==> src/rtl/instruction_encoder.sv <==
// ---------------------------------------------------------------------------
// instruction_encoder
//   Issuing side of the video-processor instruction interface. Host commands
//   (opcode, register/address, data) are packed into {dataA, dataB} when they
//   are accepted, buffered in a small FIFO, and issued one per clk_en pulse
//   while the decoder is idle (new_instruction == 0).
//
// Parameters
//   FIFO_DEPTH : command buffer entries (power of two, 2..16)
//   ISSUE_GAP  : idle cycles forced after each issue pulse (0..15)
//
// Ports
//   clk, reset        : clock, synchronous active-high reset
//   cmd_valid/ready   : host command handshake (ready is combinational)
//   cmd_opcode        : 0 sprite pos, 1 sprite mem write, 2 sprite offset,
//                       3 frame sync, 4..15 illegal (accepted then dropped)
//   cmd_register      : sprite register [4:0] or sprite memory address [16:0]
//   cmd_data          : position / colour / offset value
//   new_instruction   : decoder busy; issue is held while 1
//   dataA, dataB      : issued instruction words (held between issues)
//   clk_en            : one-cycle pulse marking a new instruction
//   fifo_level        : buffered entries, 0..FIFO_DEPTH
//   err_illegal       : one-cycle pulse per dropped illegal opcode
//   err_count         : saturating count of dropped illegal opcodes
// ---------------------------------------------------------------------------
module instruction_encoder #(
  parameter int FIFO_DEPTH = 4,
  parameter int ISSUE_GAP  = 1
) (
  input  logic        clk,
  input  logic        reset,
  input  logic        cmd_valid,
  output logic        cmd_ready,
  input  logic [3:0]  cmd_opcode,
  input  logic [16:0] cmd_register,
  input  logic [31:0] cmd_data,
  input  logic        new_instruction,
  output logic [31:0] dataA,
  output logic [31:0] dataB,
  output logic        clk_en,
  output logic [4:0]  fifo_level,
  output logic        err_illegal,
  output logic [7:0]  err_count
);

  localparam int AW = (FIFO_DEPTH > 1) ? $clog2(FIFO_DEPTH) : 1;

  typedef enum logic [1:0] {
    S_IDLE  = 2'd0,
    S_ISSUE = 2'd1,
    S_GAP   = 2'd2
  } state_e;

  // Pack a legal command into {dataA, dataB}; illegal opcodes never reach storage.
  function automatic logic [63:0] encode_cmd(input logic [3:0]  op,
                                             input logic [16:0] regf,
                                             input logic [31:0] data);
    logic [63:0] word;
    case (op)
      4'd0, 4'd2: word = {23'd0, regf[4:0], op, data};
      4'd1:       word = {11'd0, regf, 4'b0001, data};
      4'd3:       word = {28'd0, 4'b0011, 32'd0};
      default:    word = 64'd0;
    endcase
    return word;
  endfunction

  state_e        state_q, state_d;
  logic [3:0]    gap_q, gap_d;
  logic [AW-1:0] wr_ptr_q, wr_ptr_d;
  logic [AW-1:0] rd_ptr_q, rd_ptr_d;
  logic [4:0]    level_q, level_d;
  logic [31:0]   dataa_q, dataa_d;
  logic [31:0]   datab_q, datab_d;
  logic          clk_en_q, clk_en_d;
  logic          err_illegal_q, err_illegal_d;
  logic [7:0]    err_count_q, err_count_d;
  logic [63:0]   mem_q [FIFO_DEPTH];

  logic          accept_s;
  logic          write_s;
  logic          illegal_s;
  logic          pop_s;
  logic [63:0]   head_s;

  // No bypass: a full FIFO refuses new commands even if a pop is under way.
  assign cmd_ready = !reset && (level_q != 5'(FIFO_DEPTH));
  assign accept_s  = cmd_valid && cmd_ready;
  assign write_s   = accept_s && (cmd_opcode < 4'd4);
  assign illegal_s = accept_s && (cmd_opcode >= 4'd4);
  assign head_s    = mem_q[rd_ptr_q];

  // Issue FSM: pop in IDLE, pulse clk_en during ISSUE, then hold off in GAP.
  always_comb begin
    state_d  = state_q;
    gap_d    = gap_q;
    dataa_d  = dataa_q;
    datab_d  = datab_q;
    clk_en_d = 1'b0;
    pop_s    = 1'b0;
    case (state_q)
      S_IDLE: begin
        if ((level_q != 5'd0) && !new_instruction) begin
          pop_s    = 1'b1;
          dataa_d  = head_s[63:32];
          datab_d  = head_s[31:0];
          clk_en_d = 1'b1;
          state_d  = S_ISSUE;
        end else begin
          state_d  = S_IDLE;
        end
      end
      S_ISSUE: begin
        if (ISSUE_GAP > 0) begin
          state_d = S_GAP;
          gap_d   = 4'(ISSUE_GAP - 1);
        end else begin
          state_d = S_IDLE;
        end
      end
      S_GAP: begin
        if (gap_q == 4'd0) begin
          state_d = S_IDLE;
        end else begin
          gap_d   = gap_q - 4'd1;
        end
      end
      default: begin
        state_d = S_IDLE;
      end
    endcase
  end

  // FIFO pointers and occupancy; simultaneous push and pop leave the level unchanged.
  always_comb begin
    if (write_s) begin
      wr_ptr_d = wr_ptr_q + AW'(1);
    end else begin
      wr_ptr_d = wr_ptr_q;
    end
    if (pop_s) begin
      rd_ptr_d = rd_ptr_q + AW'(1);
    end else begin
      rd_ptr_d = rd_ptr_q;
    end
    case ({write_s, pop_s})
      2'b10:   level_d = level_q + 5'd1;
      2'b01:   level_d = level_q - 5'd1;
      default: level_d = level_q;
    endcase
  end

  // Illegal-opcode pulse and saturating counter.
  always_comb begin
    err_illegal_d = illegal_s;
    if (illegal_s && (err_count_q != 8'hFF)) begin
      err_count_d = err_count_q + 8'd1;
    end else begin
      err_count_d = err_count_q;
    end
  end

  // Control and output registers with synchronous reset.
  always_ff @(posedge clk) begin
    if (reset) begin
      state_q       <= S_IDLE;
      gap_q         <= 4'd0;
      wr_ptr_q      <= '0;
      rd_ptr_q      <= '0;
      level_q       <= 5'd0;
      dataa_q       <= 32'd0;
      datab_q       <= 32'd0;
      clk_en_q      <= 1'b0;
      err_illegal_q <= 1'b0;
      err_count_q   <= 8'd0;
    end else begin
      state_q       <= state_d;
      gap_q         <= gap_d;
      wr_ptr_q      <= wr_ptr_d;
      rd_ptr_q      <= rd_ptr_d;
      level_q       <= level_d;
      dataa_q       <= dataa_d;
      datab_q       <= datab_d;
      clk_en_q      <= clk_en_d;
      err_illegal_q <= err_illegal_d;
      err_count_q   <= err_count_d;
    end
  end

  // Command storage; contents are don't-care until written, so no reset.
  always_ff @(posedge clk) begin
    if (write_s) begin
      mem_q[wr_ptr_q] <= encode_cmd(cmd_opcode, cmd_register, cmd_data);
    end
  end

  assign dataA       = dataa_q;
  assign dataB       = datab_q;
  assign clk_en      = clk_en_q;
  assign fifo_level  = level_q;
  assign err_illegal = err_illegal_q;
  assign err_count   = err_count_q;

endmodule

==> config.mk <==
export PLATFORM = sky130hd
export DESIGN_NAME = instruction_encoder
export DESIGN_NICKNAME = d
export VERILOG_FILES = /design/src/rtl/instruction_encoder.sv
export SDC_FILE = /design/constraint.sdc
export NUM_CORES = 1
export LEC_CHECK = 0
export ABC_AREA = 1
export BUFFER_PORTS_ARGS = -buffer_cell sky130_fd_sc_hd__buf_2
export CAP_MARGIN = 30
export CORE_UTILIZATION = 33
export CTS_BUF_LIST = sky130_fd_sc_hd__clkbuf_16
export DETAILED_ROUTE_END_ITERATION = 7
export PLACE_DENSITY = 0.59
export SYNTH_ARGS = -nofsm -noshare
export SYNTH_HDL_FRONTEND = slang
export SYNTH_SLANG_ARGS = --single-unit
==> constraint.sdc <==
create_clock -name clk -period 4.75 [get_ports clk]
set_input_delay 0.7125 -clock clk [delete_from_list [all_inputs] [get_ports clk]]
set_output_delay 0.7125 -clock clk [all_outputs]
set_load 0.02 [all_outputs]
Yosys cells after proc, flatten, opt, wreduce, memory -nomap -nowiden
Memory sizes are Yosys's and may differ from the RTL's. A register that Yosys moved wholly into a read port is not among the register bits.
Index checks and enable logic that the tools add are counted.
W data, S select, Z words.
{ "totals": {"out_inout_bits": 80, "mem_bits_rw": 256, "register_bits": 25, "word_cells": 57, "input_bits": 57, "memories": 1} }
{ "classes": {"eq_ne": 11, "n_mux": 12, "n_addsub": 6, "magnitude_cmp": 2, "n_reduce_logical": 17} }
{ "memory_table": {"columns": ["name", "words", "width", "rd", "rd_clocked_by_memory_dff", "write_ports", "line_no", "text"], "rows": [
  ["mem_q", 4, 64, 1, 1, 1, "78", "logic [63:0] mem_q [FIFO_DEPTH];"]
]} }
{ "ops": {"columns": ["op", "count"], "rows": [
  ["$pmux W53 S3", 1],
  ["$mux W64", 1],
  ["$pmux W5 S2", 1],
  ["$add A8 B1 Y8 const B", 1],
  ["$eq A4 B2 Y1 const B", 2],
  ["$logic_not A4 Y1", 2],
  ["$ne A8 B8 Y1 const B", 1],
  ["$pmux W4 S2", 1],
  ["$logic_and A1 B1 Y1", 6],
  ["$pmux W2 S3", 1],
  ["$add A5 B1 Y5 const B", 1],
  ["$mux W1", 5],
  ["$ne A5 B3 Y1 const B", 1],
  ["$reduce_bool A5 Y1", 1],
  ["$sub A5 B1 Y5 const B", 1],
  ["$add A2 B1 Y2 const B", 2],
  ["$eq A2 B1 Y1 const B", 2],
  ["$eq A2 B2 Y1 const B", 2],
  ["$eq A4 B1 Y1 const B", 1],
  ["$ge A4 B3 Y1 const B", 1],
  ["$lt A4 B3 Y1 const B", 1],
  ["$mux W4", 1],
  ["$ne A2 B2 Y1 const B", 2],
  ["$reduce_and A2 Y1", 2],
  ["6 further kinds", 8]
]} }

Logic depth before layout (Yosys ltp)
{ "depth": {"depth_word": 6, "mapped_depth": 14, "depth_no_buf": 13} }

Least setup slack after synthesis
No wires, ideal clock.
{ "synth_timing": {"path_kind": "input to register", "startpoint": "input port reset", "endpoint": "memory mem_q[0][0] (enable)", "setup_time_ns": 0.464, "n_path_buf": 1, "stages": 4, "arrival_time_ns": 3.435, "required_time_ns": 4.286, "slack_ns": 0.851, "path_cell_list": "buf_2 inv_4 nand4_2 nor2_1"} }
{ "synth_between": {"elab_chain_len": 6} }
{ "synth_lines": {"columns": ["element", "line_no", "text"], "rows": [
  ["start: declaration", "31", "input logic reset,"],
  ["$logic_not A1 Y1", "87", "assign cmd_ready = !reset && (level_q != 5'(FIFO_DEPTH));"],
  ["$logic_and A1 B1 Y1", "87", null],
  ["$logic_and A1 B1 Y1", "88", "assign accept_s = cmd_valid && cmd_ready;"],
  ["$logic_and A1 B1 Y1", "89", "assign write_s = accept_s && (cmd_opcode < 4'd4);"],
  ["$mux W1", "192", "if (write_s) begin"],
  ["$mux W1 (implied by the code)", "193", "mem_q[wr_ptr_q] <= encode_cmd(cmd_opcode, cmd_register, cmd_data);"],
  ["end: declaration", "78", null]
]} }
No other way between the ends.

Worst setup path in the final report
{ "layout_timing": {"startpoint": "register level_q[4] (netlist: fifo_level[4])", "endpoint": "memory mem_q[1][16] (enable)"} }
{ "layout_between": {"elab_chain_len": 6} }
{ "layout_lines": {"columns": ["element", "line_no", "text"], "rows": [
  ["start: declaration", "72", "logic [4:0] level_q, level_d;"],
  ["start signal: assignment", "181", "level_q <= level_d;"],
  ["$ne A5 B3 Y1", "87", null],
  ["$logic_and A1 B1 Y1", "87", null],
  ["$logic_and A1 B1 Y1", "88", null],
  ["$logic_and A1 B1 Y1", "89", null],
  ["$mux W1", "192", null],
  ["$mux W1 (implied by the code)", "193", null]
]} }
No other way between the ends.

==> key figures <==
Place
  • # port buffers: 125
  • GP Congestion: 0.7752
  • Post-DP HPWL: 16,490 um

Clocking
  • Skew-Pair Late Insertion Delay: roughly 0.52 ns
  • Post-CTS sizing: 0
  • H-Tree Depth: 2
  • Clk root buf: clkbuf_16
  • CTS tree: yes
  • Clock sinks: 290
  • Register clock-pin slew on the reported worst setup and hold paths: 0.06 ns
  • Max Root-Sink Buffers: 3
  • Setup Fix Bufs, Post-CTS: 0
  • Inserted Clock Buffers: 34
  • Post-CTS Hold Fix Bufs: 0

Timing
  • Unrepaired setup endpoints after global routing: false
  • F_max: between 300 and 400 MHz
  • TNS Setup: 0 ns
  • Final slew viol count: 0
  • Min Tclk post-route: 2.631 ns
  • Final Skew: around 0.02 ns
  • Slew HR: 0.3566
  • Final setup vio count: 0
  • Final hold viol count: 0
  • Hold Slack: between 0.4 and 0.5 ns
  • Tcrit/Tclk final: 0.5540
  • Actual slew at the worst max-slew pin: 0.9629 ns

Route
  • Residual DRC: 0
  • First drt pass iteration count: 4
  • Via count of the routed design: between 7,000 and 8,000
  • Post-DR vias/cell: about 4.8
  • Final WL: 27,480 um
  • Routed wire per std cell: approximately 17 um
  • Antenna Nets Post-Route: 0
  • DRT iter0 DRCs: a little under 400

Final layout
  • Proportion of layout cells with a drive suffix above 1: 0.1716
  • Number of diodes: 0
  • Nets: 1,248
  • Layout area overhead: 17.95%

Setup path
  • Crit Path Max Fanout: 29
  • Crit-path slowest cell: nor2_4
  • Buf/Inv on CP: 1
  • Kind of critical path: register to register
  • Crit path max-delay family: simple AND/OR/NAND/NOR gates
  • CP Capture Type: register
  • Worst path max stage delay: ~0.90 ns
  • Crit path arrival time: 2.82 ns
  • CP startpoint kind: register
  • CP required: about 4.9 ns
  • Cell Chain, Critical Path: nor2_2 > nand3_2 > nand4_2 > nor2_4 > buf_4

Global routing
  • GRT Residual Overflow: 0
  • Vias in the first global route: slightly below 8,000
  • GRT Total Usage: 0.1524
  • Largest net degree at the start of global routing: 73
  • First-pass GRT wire length: roughly 43,000 um
  • Initial antenna violation count: 0

Floorplanning
  • IO Pins: around 140
  • Core Rows: slightly below 70
  • Die width: between 150 and 200 um
  • Core outline area: 0.03454 mm^2
  • Initial Util: 0.3361
  • Die Y: around 190 um
  • Die ar.: around 0.036 mm^2

Synthesis
  • FF+latch count, synth: 290
  • Cell area after synthesis: roughly 0.012 mm^2
  • Synth cell count leaders: nor2_1, edfxtp_1, o21ai_0, dfxtp_1, nand2_1
  • Post-Synth XOR/XNOR Area: 0.003772
  • Largest family of logic cells by synthesized area: simple AND/OR/NAND/NOR gates
  • Synthesized-area fraction occupied by adder cells: 0.01250
  • Synth area leaders: edfxtp_1, dfxtp_1, nor2_1
  • Seq/Total Area, Yosys: 0.6828
  • Most frequent cell after synthesis: nor2_1
  • Post-synth top area share: 0.5483
  • Dominant cell type by area after synthesis: edfxtp_1
  • Ys flop type: edfxtp_1
  • Distinct cells, synth: 31
  • Yosys warnings: 0
  • Mux contribution to synthesized area: 0
  • Avg Inst Size Synth: roughly 11 um^2
  • Syn Inst Count: 1,062
  • EDFF count, synth: between 200 and 250
  • Complex-gate fraction of the synthesized area: 0.1086
  • Synth Area in Simple Gates: 0.1351
  • Ys async rst share: 0

Power and ir drop
  • Tot Pwr: between 7000 and 8000 uW
  • Pleak: 0.005333 uW
  • Pwr dens: 567.9 mW/mm^2
  • Max IR drop VDD: approximately 0.6 mV

Run status
  • Status: finished, final reports clean

Job
  • MaxCap Viol Count: 0

Worst hold path
  • Worst min-delay path class: register to register
layout make-up:
| class | instances | area [um^2] |
|---|---|---|
| Fill cell | 3398 | 20850 |
| Clock inverter | 27 | 226.5 |
| Inverter | 48 | 192.7 |
| Multi-Input combinational cell | 668 | 3123 |
| Sequential cell | 290 | 7933 |
| Clock buffer | 35 | 875.8 |
| Tap cell | 455 | 569.3 |
| Timing Repair Buffer | 138 | 775.7 |
cells by family (layout without fill, tap and decap cells):
| family | after synthesis | count (layout) |
|---|---|---|
| fa+ha+maj | 11 | 11 |
| flops | 290 | 290 |
| other cells | 1 | 19 |
| xor+xnor | 5 | 5 |
| compound gates | 238 | 238 |
| buf+inv | 122 | 248 |
| simple gates | 395 | 395 |
through the flow:
step	cells	utilization	setup slack (ns)	area, um^2
final	1661	0.3965	2.119	13700
after global routing	1661	0.3965	1.940	13700
after CTS	1661	0.3965	2.073	13700
after detailed placement	1599	0.3646	1.603	12590
after global placement	1596	0.3624	1.665	12520
after floorplan	1080	-	0.8508	11680
placed cells by master (no fill, tap or decap), types with 2 or more instances in the layout:
cell | netlist | final
dfxtp_1 | 78 | 76
inv_1 | 44 | 52
nand2_1 | 72 | 71
nand3_1 | 17 | 17
buf_2 | 16 | 125
ha_1 | 10 | 10
buf_16 | 0 | 2
clkinv_8 | 0 | 2
a21oi_1 | 17 | 17
o22ai_1 | 54 | 54
o21ai_1 | 17 | 17
inv_6 | 0 | 3
buf_4 | 13 | 10
nand2_2 | 1 | 2
xnor2_1 | 4 | 4
bufinv_16 | 0 | 3
nor2_4 | 2 | 6
edfxtp_1 | 212 | 212
nor3_1 | 3 | 3
nor3_2 | 2 | 2
nor2_1 | 294 | 290
inv_4 | 3 | 3
clkbuf_16 | 0 | 35
clkinv_1 | 0 | 5
conb_1 | 1 | 19
o21ai_0 | 149 | 149
clkinv_2 | 0 | 4
per-layer routing:
metal	up-vias	wire length (um)	global-route usage
li1	3870	-	-
met1	3799	12820	0.2108
met2	191	12820	0.2454
met3	35	1282	0.02527
met4	0	555	0.04467
met5	-	0	0
flip-flops by register name, summed over array words and instances, names as in the netlist:
register,count
err_count,8
state_q,2
rd_ptr_q,2
dataB,32
dataA,21
err_illegal,1
clk_en,1
mem_q,212
fifo_level,5
gap_q,4
wr_ptr_q,2
power breakdown:
group | internal [uW] | leakage [uW] | switching, uW
clock | 1510 | 0.000573 | 1010
combinational | 656 | 0.00214 | 1470
sequential | 2970 | 0.00262 | 155
total | 5140 | 0.00533 | 2640
worst reg2reg max path: stages (launching register included):
cell,delay [ns]
dfxtp_1,0.41
nor2_2,0.08
nand3_2,0.12
nand4_2,0.39
nor2_4,0.90
buf_4,0.42
final timing paths:
check	start	endpoint	slack, ns	cells past startpoint
setup / recovery	fifo_level[4]	mem_q[1][16]	2.12	5
hold / removal	gap_q[0]	gap_q[0]	0.48	1
setup reg to reg	fifo_level[4]	mem_q[1][16]	2.12	5
hold reg to reg	gap_q[0]	gap_q[0]	0.48	1
Note: power is estimated with default switching activity, not from simulation.
